## src/rtl/aer_transmitter.sv

```systemverilog
// ---------------------------------------------------------------------------
// aer_transmitter
//
// Sender side of an AER link. Each accepted pixel event is sent as a row
// word (xsel=0, aer=ev_y) followed by a column word (xsel=1, aer={ev_x,ev_pol}),
// each using a 4-phase req/ack handshake. A repeated row can be suppressed
// when it matches the last acknowledged row.
//
// Ports
//   clk          system clock
//   rst_n        asynchronous active-low reset
//   ev_valid     event available
//   ev_ready     event accepted on ev_valid & ev_ready
//   ev_y         row address          [AER_W-1:0]
//   ev_x         column address       [AER_W-2:0]
//   ev_pol       polarity
//   aer          AER address bus      [AER_W-1:0] (registered)
//   xsel         0 = row word, 1 = column word (registered)
//   req          AER request (registered)
//   ack          AER acknowledge, asynchronous
//   busy         FSM not idle
//   timeout_err  sticky ack-timeout flag
//   err_clr      clears timeout_err (a same-cycle set wins)
//   ev_count     events fully sent, wraps   [CNT_W-1:0]
//
// state     | meaning
// ----------+---------------------------------------------------------------
// IDLE      | waiting for an event; ev_ready high (unless ack_s is high)
// ROW_SETUP | row word on aer, holding setup time before req
// ROW_REQ   | req high, waiting for ack_s=1
// ROW_REL   | req low, waiting for ack_s=0
// COL_SETUP | column word on aer, holding setup time before req
// COL_REQ   | req high, waiting for ack_s=1
// COL_REL   | req low, waiting for ack_s=0; exit counts the event
// DRAIN     | after a timeout, req low, waiting for ack_s=0 (no timeout)
// ---------------------------------------------------------------------------
module aer_transmitter #(
   parameter int AER_W           = 10,
   parameter int SYNC_STAGES     = 2,
   parameter int SETUP_CYCLES    = 1,
   parameter int ACK_TIMEOUT     = 1023,
   parameter int SKIP_REPEAT_ROW = 1,
   parameter int CNT_W           = 16
) (
   input  logic             clk,
   input  logic             rst_n,
   input  logic             ev_valid,
   output logic             ev_ready,
   input  logic [AER_W-1:0] ev_y,
   input  logic [AER_W-2:0] ev_x,
   input  logic             ev_pol,
   output logic [AER_W-1:0] aer,
   output logic             xsel,
   output logic             req,
   input  logic             ack,
   output logic             busy,
   output logic             timeout_err,
   input  logic             err_clr,
   output logic [CNT_W-1:0] ev_count
);

   localparam int SET_W  = (SETUP_CYCLES > 1) ? $clog2(SETUP_CYCLES) : 1;
   localparam int WAIT_W = (ACK_TIMEOUT > 1) ? $clog2(ACK_TIMEOUT) : 1;
   localparam logic [SET_W-1:0]  SETUP_LOAD = SET_W'(SETUP_CYCLES - 1);
   localparam logic [WAIT_W-1:0] WAIT_LOAD  = WAIT_W'(ACK_TIMEOUT - 1);

   typedef enum logic [2:0] {
      S_IDLE,
      S_ROW_SETUP,
      S_ROW_REQ,
      S_ROW_REL,
      S_COL_SETUP,
      S_COL_REQ,
      S_COL_REL,
      S_DRAIN
   } state_t;

   state_t                 r_state;
   logic [SYNC_STAGES-1:0] r_ack_sync;
   logic [AER_W-1:0]       r_aer;
   logic                   r_xsel;
   logic                   r_req;
   logic                   r_timeout_err;
   logic [CNT_W-1:0]       r_count;
   logic [AER_W-1:0]       r_y;
   logic [AER_W-2:0]       r_x;
   logic                   r_pol;
   logic [AER_W-1:0]       r_last_row;
   logic                   r_row_vld;
   logic [SET_W-1:0]       r_set_cnt;
   logic [WAIT_W-1:0]      r_wait;

   logic w_ack_s;
   logic w_ev_ready;
   logic w_accept;
   logic w_skip_row;
   logic w_in_wait;
   logic w_ack_done;
   logic w_abort;

   assign w_ack_s = r_ack_sync[SYNC_STAGES-1];

   // Refusing events while ack_s is still high keeps a stuck or late
   // acknowledge from being mistaken for the first handshake of a new event.
   assign w_ev_ready = (r_state == S_IDLE) && rst_n && !w_ack_s;
   assign w_accept   = ev_valid && w_ev_ready;
   assign w_skip_row = (SKIP_REPEAT_ROW != 0) && r_row_vld && (ev_y == r_last_row);

   // The REQ states wait for ack_s to rise, the REL states for it to fall.
   assign w_in_wait  = (r_state == S_ROW_REQ) || (r_state == S_ROW_REL) ||
                       (r_state == S_COL_REQ) || (r_state == S_COL_REL);
   assign w_ack_done = ((r_state == S_ROW_REQ) || (r_state == S_COL_REQ)) ? w_ack_s : !w_ack_s;
   assign w_abort    = w_in_wait && !w_ack_done && (r_wait == '0);

   always_ff @(posedge clk or negedge rst_n) begin
      if (!rst_n) begin
         r_ack_sync <= '0;
      end else begin
         r_ack_sync <= {r_ack_sync[SYNC_STAGES-2:0], ack};
      end
   end

   always_ff @(posedge clk or negedge rst_n) begin
      if (!rst_n) begin
         r_state       <= S_IDLE;
         r_aer         <= '0;
         r_xsel        <= 1'b0;
         r_req         <= 1'b0;
         r_timeout_err <= 1'b0;
         r_count       <= '0;
         r_y           <= '0;
         r_x           <= '0;
         r_pol         <= 1'b0;
         r_last_row    <= '0;
         r_row_vld     <= 1'b0;
         r_set_cnt     <= '0;
         r_wait        <= '0;
      end else begin
         // The abort branch below assigns later, so a timeout in the same
         // cycle overrides the clear.
         if (err_clr) begin
            r_timeout_err <= 1'b0;
         end

         if (w_abort) begin
            r_req         <= 1'b0;
            r_timeout_err <= 1'b1;
            r_row_vld     <= 1'b0;
            r_state       <= S_DRAIN;
         end else begin
            case (r_state)
               S_IDLE: begin
                  if (w_accept) begin
                     r_y       <= ev_y;
                     r_x       <= ev_x;
                     r_pol     <= ev_pol;
                     r_set_cnt <= SETUP_LOAD;
                     if (w_skip_row) begin
                        r_aer   <= {ev_x, ev_pol};
                        r_xsel  <= 1'b1;
                        r_state <= S_COL_SETUP;
                     end else begin
                        r_aer   <= ev_y;
                        r_xsel  <= 1'b0;
                        r_state <= S_ROW_SETUP;
                     end
                  end
               end

               S_ROW_SETUP: begin
                  if (r_set_cnt == '0) begin
                     r_req   <= 1'b1;
                     r_wait  <= WAIT_LOAD;
                     r_state <= S_ROW_REQ;
                  end else begin
                     r_set_cnt <= r_set_cnt - SET_W'(1);
                  end
               end

               S_ROW_REQ: begin
                  if (w_ack_s) begin
                     r_req   <= 1'b0;
                     r_wait  <= WAIT_LOAD;
                     r_state <= S_ROW_REL;
                  end else begin
                     r_wait <= r_wait - WAIT_W'(1);
                  end
               end

               S_ROW_REL: begin
                  if (!w_ack_s) begin
                     r_aer      <= {r_x, r_pol};
                     r_xsel     <= 1'b1;
                     r_last_row <= r_y;
                     r_row_vld  <= 1'b1;
                     r_set_cnt  <= SETUP_LOAD;
                     r_state    <= S_COL_SETUP;
                  end else begin
                     r_wait <= r_wait - WAIT_W'(1);
                  end
               end

               S_COL_SETUP: begin
                  if (r_set_cnt == '0) begin
                     r_req   <= 1'b1;
                     r_wait  <= WAIT_LOAD;
                     r_state <= S_COL_REQ;
                  end else begin
                     r_set_cnt <= r_set_cnt - SET_W'(1);
                  end
               end

               S_COL_REQ: begin
                  if (w_ack_s) begin
                     r_req   <= 1'b0;
                     r_wait  <= WAIT_LOAD;
                     r_state <= S_COL_REL;
                  end else begin
                     r_wait <= r_wait - WAIT_W'(1);
                  end
               end

               S_COL_REL: begin
                  if (!w_ack_s) begin
                     r_count <= r_count + CNT_W'(1);
                     r_state <= S_IDLE;
                  end else begin
                     r_wait <= r_wait - WAIT_W'(1);
                  end
               end

               S_DRAIN: begin
                  if (!w_ack_s) begin
                     r_state <= S_IDLE;
                  end
               end

               default: begin
                  r_req   <= 1'b0;
                  r_state <= S_IDLE;
               end
            endcase
         end
      end
   end

   assign ev_ready    = w_ev_ready;
   assign aer         = r_aer;
   assign xsel        = r_xsel;
   assign req         = r_req;
   assign busy        = (r_state != S_IDLE);
   assign timeout_err = r_timeout_err;
   assign ev_count    = r_count;

endmodule

```

## config.mk

```make
export PLATFORM = sky130hd
export DESIGN_NAME = aer_transmitter
export DESIGN_NICKNAME = d
export VERILOG_FILES = /design/src/rtl/aer_transmitter.sv
export SDC_FILE = /design/constraint.sdc
export NUM_CORES = 1
export LEC_CHECK = 0
export ABC_AREA = 0
export BUFFER_PORTS_ARGS = -buffer_cell sky130_fd_sc_hd__buf_2
export CORE_MARGIN = 5
export CORE_UTILIZATION = 41
export DETAILED_ROUTE_END_ITERATION = 16
export SLEW_MARGIN = 20
export SYNTH_ARGS = -nofsm -noshare
export SYNTH_HDL_FRONTEND = slang
export SYNTH_SLANG_ARGS = --single-unit
```

## constraint.sdc

```tcl
create_clock -name clk -period 3.42 [get_ports clk]
set_input_delay 0.171 -clock clk [delete_from_list [all_inputs] [get_ports clk]]
set_output_delay 0.171 -clock clk [all_outputs]
set_load 0.01 [all_outputs]
```

==> reports/metrics.cfg, run 1 <==
[run_status]
status = complete, no violations

[final_layout]
drive_gt1_share_pct = 31.1
antennaDiodeCount = 0
area.growth.synth_to_final_pct = 16.0
nNetsFinal = 434
regArea_um2 = 1880
multi_input_area_um2 = 1810
fillerInstances = 867

[timing]
hold_viol = 0
relSlewSlack_pct = 37.6
fin_crit_ns = 2.92
min_period_over_period_pct = 85.5
maxSlewViolCount = 0
max_freq_mhz = 342
setup_tns_ns = 0
setup_violations = 0
worst_hold_slack_ns = 0.0717
rsz0062_at_grt = no
worst_slew_pin_slew_ns = 0.935
clock_skew_ns = 0.0126

[critical_path]
worstPathArrival_ns = 3.19
slowest_delay_ns = 0.60
end_kind = flop
critPathKind = reg2reg
crit_fanout = 14
cp_slowest_cell = dfrtp_1
reg2reg_slack_ns = 0.50
required_ns = 3.68
path_cells = nand2_1 -> o22ai_1 -> ha_1 -> nor4_1 -> and4_1 -> o21ai_1 -> o211ai_4 -> mux2i_1
critPathLaunchType = flop

[detailed_routing]
dr_total_vias = 2811
wl_um = 8190
wl_per_cell_um = 15.7
vias_per_cell = 5.39
drc = 0
dr.pass1.iters = 4
drt_iter0_drc = 105
drtAntennaViolNets = 0

[yosys]
netlist_area_um2 = 3810
synth_adder_area_share_pct = 1.25
synth_compound_area_share_pct = 11.0
yosys-top-cells-count = dfrtp_1 (75), mux2_2 (34), nand2_1 (31)
synth_mux_area_share_pct = 12.4
synth_warnings = 0
synth-xor-area-share_pct = 5.97
synthFlopType = dfrtp_1
yosysTopAreaCellShare_pct = 49.2
syn_avg_cell_area_um2 = 11.1
yosysUniqueCellTypes = 52
async_reset_ff_share_pct = 100
netlist_top_cells_area = dfrtp_1 (49%), mux2_2 (10%), xnor2_1 (4.6%), o31ai_1 (3.3%), nand2_1 (3.1%)
synth-seq-cells = 75
synth_area_leader_cell = dfrtp_1
synth_most_common_cell = dfrtp_1
synth_top_family_by_area = simple AND/OR/NAND/NOR gates
postSynthCellCount = 345
synth_fp_nets = 373
synth-simple-area-share_pct = 16.8
ys_seq_area_share_pct = 49.2
synth_edf_count = 0

[power]
totalPowerFinal_mw = 3.21
power.density_nw_per_um2 = 726
leakage_nw = 1.98
ir_drop_mv = 0.245

[floorplanning]
dieArea_um2 = 11300
rows = 35
start_util_pct = 41.7
io_pins = 56
die_w_um = 106
coreArea_um2 = 9150
die_h_um = 106

[grt]
grt_max_degree = 77
grt_pass1_wl_um = 13900
grt_antenna_before_repair = 0
grt_remaining_overflow = 0
grt_use_total_pct = 15.3
grt_pass1_vias = 2793

[clocking]
insertion_delay_ns = 0.34
cts_sinks = 75
clk_path_buf_depth = 2
cts_resized = 0
cts_tree = done
cts_inserted_buffers = 9
h-tree-depth = 3
path_clk_slew_ns = 0.08
root_buffer = clkbuf_8

[hold_path]
hp-class = in2async

[run]
max_cap_viol_count = 0

[place]
port_buffers = 55
dp_hpwl_um = 5810
gp_congestion = 0.832

==> through the flow <==
| stage | utilization (%) | worst slack, ns | cell area [um^2] | instances |
|---|---|---|---|---|
| after floorplan | - | 0.699 | 3810 | 345 |
| after global placement | 46.0 | 0.592 | 4210 | 504 |
| after detailed placement | 46.0 | 0.509 | 4210 | 504 |
| after CTS | 48.3 | 0.491 | 4420 | 522 |
| after global routing | 48.3 | 0.245 | 4420 | 522 |
| final | 48.3 | 0.496 | 4420 | 522 |
==> metal layers <==
metal	track usage, %	routed length (um)
met5	0	0
met1	22.2	3980
met4	5.66	111
met3	2.91	342
met2	22.6	3760
==> critical path: cells and delay by family (launching register included) <==
kind | cells | cell delay (ns)
compound gates | 3 | 0.63
mux | 1 | 0.22
flops | 1 | 0.60
fa+ha+maj | 1 | 0.25
simple gates | 3 | 1.16
==> cell type report <==
type	count	share of cell area [%]
Inverter	9	0.764
Clock buffer	12	3.28
Sequential cell	75	42.4
Tap cell	111	3.14
Multi-Input combinational cell	245	41.0
Clock inverter	4	1.13
Timing Repair Buffer	66	8.26
==> cells by family (layout without fill, tap and decap cells) <==
kind of cell	count (synthesis)	count (layout)
and+or+nand+nor	112	112
DFF	75	75
AOI/OAI and AO/OA	61	61
muxes	42	42
xor gates and xnor gates	26	26
buffers and inverters	25	91
adders and majority gates	4	4
==> cells in the final DEF, fill, tap and decap left out, types with 10 or more instances in the layout <==
master / synthesis / routed
dfrtp_1: 75 / 75
buf_2: 6 / 54
mux2_2: 34 / 34
nand2_1: 31 / 31
xnor2_1: 20 / 20
a21oi_1: 18 / 18
nor2_1: 17 / 17
o31ai_1: 17 / 17
nor3_1: 14 / 14
o21ai_0: 10 / 10
clkbuf_8: 0 / 10
buf_4: 0 / 10
==> timing repair <==
| action | 4_1_cts | 5_1_grt |
|---|---|---|
| buffers inserted | 0 | 0 |
| hold buffers | 2 | 0 |
| endpoints found under the hold margin | 2 | 0 |
==> where the power goes <==
group / switching (mW) / internal [mW]
Clock: 0.314 / 0.357
Combinational: 0.634 / 0.536
Sequential: 0.204 / 1.17
Total: 1.15 / 2.06
==> sequential cells by signal (all words and copies together), names as in the netlist, 2 cells and up <==
register and count:
ev_count 16, r_last_row 10, r_wait 10, r_y 10, r_state 3, r_ack_sync 2
r_x 9, aer 10
==> path summary, 6_finish.rpt <==
kind | startpoint | endpoint | depth (start not counted)
max in group asynchronous | rst_n | ev_count[13] | 2
worst min-delay path | rst_n | ev_count[0] | 2
worst min register to register | r_ack_sync[0] | r_ack_sync[1] | 0
worst max-delay path | r_state[2] | r_wait[1] | 8
worst max register to register | r_state[2] | r_wait[1] | 8
min in group clk | ev_x[7] | r_x[7] | 2
Power figures use the tool's default switching activity.
==> run 2, diff against run 1 <==
--- a/config.mk
+++ b/config.mk
@@ -9,7 +9,7 @@
 export BUFFER_PORTS_ARGS = -buffer_cell sky130_fd_sc_hd__buf_2
 export CORE_MARGIN = 5
-export CORE_UTILIZATION = 41
+export CORE_UTILIZATION = 38
 export DETAILED_ROUTE_END_ITERATION = 16
-export SLEW_MARGIN = 20
+export SLEW_MARGIN = 40
 export SYNTH_ARGS = -nofsm -noshare
 export SYNTH_HDL_FRONTEND = slang
==> constraint.sdc (replaced) <==
create_clock -name clk -period 3.42 [get_ports clk]
set_input_delay 0.342 -clock clk [delete_from_list [all_inputs] [get_ports clk]]
set_output_delay 0.342 -clock clk [all_outputs]
set_load 0.01 [all_outputs]
==> reports/metrics.cfg, run 2 (synthesis results as in run 1) <==
[clocking]
cts_sinks = 75  ; unchanged
h-tree-depth = 3  ; unchanged
path_clk_slew_ns = 0.08  ; about the same
cts_tree = done
clk_path_buf_depth = 2  ; unchanged
post_cts_buffers = 0  ; unchanged
root_buffer = clkbuf_8
insertion_delay_ns = 0.34  ; about the same
hold_buffers = 0  ; -2
cts_resized = 0  ; unchanged
cts_inserted_buffers = 9  ; unchanged

[hold_path]
hp-class = in2reg
holdPathStages = 1
holdPathEnd = r_ack_sync[0]
hold_path.startpoint = ack

[detailed_routing]
drc = 0  ; unchanged
wl_um = 8490  ; +3.7%
drt_iter0_drc = 144  ; +37%
vias_per_cell = 5.19  ; -3.6%
drtAntennaViolNets = 0  ; unchanged
wl_per_cell_um = 15.7  ; -0.15%
dr.pass1.iters = 4  ; unchanged
dr_total_vias = 2814  ; +0.11%

[floorplanning]
dieArea_um2 = 12100  ; +7.1%
start_util_pct = 39.0  ; -2.7 points
rows = 36  ; +2.9%
die_h_um = 110  ; +3.5%
die_w_um = 110  ; +3.5%
coreArea_um2 = 9770  ; +6.8%
io_pins = 56  ; unchanged

[place]
dp_hpwl_um = 6080  ; +4.6%
gp_congestion = 0.795  ; -4.4%
place_ws_ns = 0.399  ; -0.109 ns
port_buffers = 55  ; unchanged

[critical_path]
critPathLaunchType = flop
path_cells = nand2_1 -> o22ai_1 -> ha_1 -> nor4_1 -> nand4_2 -> a31oi_4 -> nand2_1 -> o31ai_1
reg2reg_to = aer[9]
r2r_start = r_state[2]
critPathKind = reg2reg
rr_worst_depth = 8  ; unchanged
slowest_delay_ns = 0.63  ; +0.03 ns
cp_slowest_cell = a31oi_4
reg2reg_slack_ns = 0.39  ; -0.10 ns
crit_fanout = 22  ; +8
required_ns = 3.65  ; -0.03 ns
cpMostUsedCell = nand2_1
end_kind = flop
worstPathArrival_ns = 3.26  ; +0.07 ns

[grt]
grt_max_degree = 77  ; unchanged
grt_pass1_wl_um = 14100  ; +1.7%
globalRouteMet2Util_pct = 23.6  ; +0.99 points
grt_use_total_pct = 14.8  ; -0.44 points
grt_pass1_vias = 2819  ; +0.93%
grt_antenna_before_repair = 0  ; unchanged
grt_use_met3_pct = 2.85  ; -0.061 points
grtUsageMet1_pct = 20.1  ; -2.1 points
grt_remaining_overflow = 0  ; unchanged
grt.busiest_layer = met2

[timing]
min_period_over_period_pct = 88.5  ; +3.0 points
relSlewSlack_pct = 52.9  ; +15 points
setup_tns_ns = 0  ; unchanged
rsz0062_at_grt = no
setup_violations = 0  ; unchanged
max_freq_mhz = 331  ; -3.4%
worst_hold_slack_ns = 0.106  ; +0.0341 ns
hold_viol = 0  ; unchanged
worst_slew_pin_slew_ns = 0.706  ; -0.229 ns
maxSlewViolCount = 0  ; unchanged
fin_crit_ns = 3.03  ; +0.102 ns
finalWorstSetupSlack_ns = 0.394  ; -0.102 ns
clock_skew_ns = 0.00835  ; -0.00426 ns

[power]
totalPowerFinal_mw = 3.41  ; +6.0%
leakage_nw = 2.01  ; +1.4%
ir_drop_mv = 0.326  ; +33%
power.density_nw_per_um2 = 759  ; +4.4%

[final_layout]
layout_common_cells = dfrtp_1 (75), buf_2 (54), mux2_2 (34), nand2_1 (31), xnor2_1 (20)
nNetsFinal = 432  ; -0.46%
final_common_cell = dfrtp_1
largest_register_ffs = 16  ; unchanged
drive_gt1_share_pct = 31.8  ; +0.64 points
area.growth.synth_to_final_pct = 17.7
antennaDiodeCount = 0  ; unchanged
fillerInstances = 936  ; +8.0%

[run]
max_cap_viol_count = 0  ; unchanged

[run_status]
status = complete, no violations

run 2: cell types whose count changed in the layout (fill, tap and decap cells not counted), sizes merged:
cell / previous run / this run
clkinvlp: 2 / 0
dlygate4sd3: 2 / 0
bufinv: 1 / 3
clkinv: 1 / 3
clkbuf: 12 / 10
run 2: report_power, final:
| part | internal, mW | switching [mW] | total [mW] |
|---|---|---|---|
| registers | 1.17 | 0.222 | 1.39 |
| clock network | 0.506 | 0.332 | 0.838 |
| logic | 0.536 | 0.640 | 1.18 |
| total | 2.21 | 1.19 | 3.41 |
run 2: critical path, delay by kind of cell (launching register included):
family          cells  cell delay, ns
compound gates      3            0.95
fa+ha+maj           1            0.25
flops               1            0.60
simple gates        4            1.12
run 2: worst max path at each step:
stage                         end       start  cells past startpoint  slack, ns
floorplan           r_last_row[1]  r_state[1]                      9       0.70
global placement           aer[8]  r_state[2]                      7       0.53
detailed placement         aer[9]  r_state[2]                      7       0.40
CTS                        aer[9]  r_state[2]                      8       0.37
global route               aer[9]  r_state[2]                      8       0.05
finish                     aer[9]  r_state[2]                      8       0.39
run 2: per-stage QoR:
step / utilization (%) / instance area [um^2] / cells
finish: 45.9 / 4490 / 542
global route: 45.9 / 4490 / 542
CTS: 45.9 / 4490 / 542
detailed placement: 43.4 / 4240 / 526
global placement: 43.2 / 4220 / 524
floorplan: - / 3810 / 345
run 2: layer usage:
metal	wire length (um)	share of wire, %	vias to the layer above
met5	0	0	-
met4	121	1.4	0
met3	332	3.9	11
met2	4100	48	52
met1	3940	46	1389
li1	-	-	1362
run 2: cell type report:
| cell class | count | area (um^2) | share of cell area, % |
|---|---|---|---|
| clock buffer | 10 | 138 | 3.06 |
| clock inverter | 6 | 113 | 2.51 |
| inverter | 9 | 33.8 | 0.752 |
| multi-input combinational | 245 | 1810 | 40.4 |
| sequential | 75 | 1880 | 41.8 |
| tap | 133 | 166 | 3.71 |
| timing repair buffer | 64 | 349 | 7.77 |
==> run 3, diff against run 2 <==
Settings changed: BUFFER_PORTS_ARGS -buffer_cell sky130_fd_sc_hd__buf_2 to default, DONT_BUFFER_PORTS from default to 1, SETUP_SLACK_MARGIN from default to 0.4.
==> reports/metrics.cfg, run 3 (synthesis results as in run 1) <==
[run_status]
status = complete, no violations

[power]
seqPwrFrac_pct = 44.0  ; +3.1 points
swShare_pct = 36.2  ; +1.2 points
p_comb_share_pct = 33.0  ; -1.5 points
leakage_nw = 1.75  ; -13%
p_clk_share_pct = 23.0  ; -1.6 points
switchingPower_mw = 1.17  ; -1.7%
ir_drop_mv = 0.257  ; -21%
power.density_nw_per_um2 = 764  ; +0.77%
p_int_mw = 2.07  ; -6.6%

[place]
gp_congestion = 0.818  ; +2.8%
place_area_um2 = 3940  ; -7.2%
dp_hpwl_um = 5670  ; -6.6%
port_buffers = 0  ; -100%

[grt]
grt_pass1_wl_um = 13900  ; -1.1%
grt_remaining_overflow = 0  ; unchanged
grt_use_total_pct = 14.9  ; +0.10 points
grt_antenna_before_repair = 0  ; unchanged
grt_max_degree = 76  ; -1.3%
grt_pass1_vias = 2609  ; -7.4%

[final_layout]
area.growth.synth_to_final_pct = 11.2
layout_common_cells = dfrtp_1 (74), mux2_2 (34), nand2_1 (31), xnor2_1 (20), a21oi_1 (18)
drive_gt1_share_pct = 21.1  ; -11 points
multi_input_area_um2 = 1860  ; +2.5%
antennaDiodeCount = 0  ; unchanged
nNetsFinal = 378  ; -13%
largest_register_ffs = 16  ; unchanged
fin_area_um2 = 4240  ; -5.6%
final_common_cell = dfrtp_1
fillerInstances = 923  ; -1.4%
fin_util_pct = 43.4  ; -2.6 points
regArea_um2 = 1880  ; about the same

[critical_path]
worstPathArrival_ns = 3.00  ; -0.26 ns
startpoint = r_state[1]
path_cells = nand2b_1 -> o22ai_1 -> ha_1 -> nor4_2 -> and4_2 -> a211o_1 -> nor3b_1 -> a211oi_1
reg2reg_slack_ns = 0.68  ; +0.28 ns
end_kind = flop
slowest_delay_ns = 0.59  ; -0.04 ns
r2r_start = r_state[1]
rr_worst_depth = 8  ; unchanged
reg2reg_to = r_wait[9]
required_ns = 3.67  ; +0.02 ns
critPathLaunchType = flop
cp_slowest_cell = dfrtp_1
crit_fanout = 13  ; -41%
critPathKind = reg2reg
crit_end = r_wait[9]

[floorplanning]
die_w_um = 110  ; unchanged
coreArea_um2 = 9770  ; unchanged
io_pins = 56  ; unchanged
start_util_pct = 39.0  ; unchanged
dieArea_um2 = 12100  ; unchanged
rows = 36  ; unchanged
die_h_um = 110  ; unchanged

[timing]
min_period_over_period_pct = 80.2  ; -8.3 points
fin_crit_ns = 2.74  ; -0.284 ns
setup_violations = 0  ; unchanged
worst_hold_slack_ns = 0.0901  ; -0.0157 ns
rsz0062_at_grt = no
max_freq_mhz = 365  ; +10%
hold_viol = 0  ; unchanged
maxSlewViolCount = 0  ; unchanged
clock_skew_ns = 0.0102  ; +0.00184 ns
worst_slew_pin_slew_ns = 0.563  ; -0.144 ns
setup_tns_ns = 0  ; unchanged
relSlewSlack_pct = 62.3  ; +9.4 points

[clocking]
cts_tree = done
cts_sinks = 75  ; unchanged
cts_inserted_buffers = 9  ; unchanged
insertion_delay_ns = 0.36  ; +0.02 ns
path_clk_slew_ns = 0.07  ; about the same
post_cts_buffers = 0  ; unchanged
h-tree-depth = 3  ; unchanged
clk_path_buf_depth = 2  ; unchanged
root_buffer = clkbuf_8

[detailed_routing]
drc = 0  ; unchanged
drtAntennaViolNets = 0  ; unchanged
dr_total_vias = 2679  ; -4.8%
vias_per_cell = 5.49  ; +5.7%
dr.pass1.iters = 4  ; unchanged
wl_per_cell_um = 17.4  ; +11%
drt_iter0_drc = 107  ; -26%
wl_um = 8500  ; about the same

[run]
max_cap_viol_count = 0  ; unchanged

[hold_path]
hp-class = in2reg

run 3: per-stage QoR:
step                total power, mW  setup slack [ns]  cells
finish                         3.24             0.678    488
global route                   3.48             0.417    488
CTS                            3.26             0.495    487
detailed placement             2.48             0.484    468
global placement               2.44             0.621    468
floorplan                      2.24             0.699    345
run 3: power groups by stage:
stage	clock network, mW	registers, mW	logic, mW
2_1_floorplan	0	1.37	0.867
3_3_place_gp	0	1.43	1.01
3_5_place_dp	0	1.45	1.04
4_1_cts	0.764	1.43	1.07
5_1_grt	0.794	1.47	1.21
6_report	0.744	1.43	1.07
run 3: layout make-up:
| class | count | share of cell area (%) |
|---|---|---|
| multi-input cells | 246 | 43.9 |
| flip-flops and latches | 75 | 44.3 |
| inverters | 9 | 0.797 |
| well taps | 133 | 3.93 |
| clock buffers | 11 | 3.10 |
| clock inverters | 5 | 1.83 |
| repair buffers | 9 | 2.18 |
run 3: worst min path at each step:
stage,from,end,slack [ns],cells past startpoint
floorplan,rst_n,aer[0],0.05,0
global placement,rst_n,r_wait[0],0.05,0
detailed placement,rst_n,r_wait[0],0.05,0
CTS,err_clr,timeout_err,0.07,1
global route,err_clr,timeout_err,0.09,1
finish,err_clr,timeout_err,0.09,1
run 3: metal layers:
metal  vias up  share of wire, %  track usage [%]
li1       1257                 -                -
met1      1345                46             20.7
met2        60                45             21.3
met3        17               6.2             3.96
met4         0               2.8             7.65
met5         -                 0                0
run 3: worst max-delay path: cells and delay by family (launching register included):
kind | cells | cell delay, ns
simple gates | 4 | 1.13
compound gates | 3 | 0.66
fa+ha+maj | 1 | 0.26
flops | 1 | 0.59
run 3: timing repair:
action,4_1_cts,5_1_grt
hold endpoints to repair,76,0
hold buffers,3,0
endpoints found under the setup margin,0,29
resized for setup,0,6
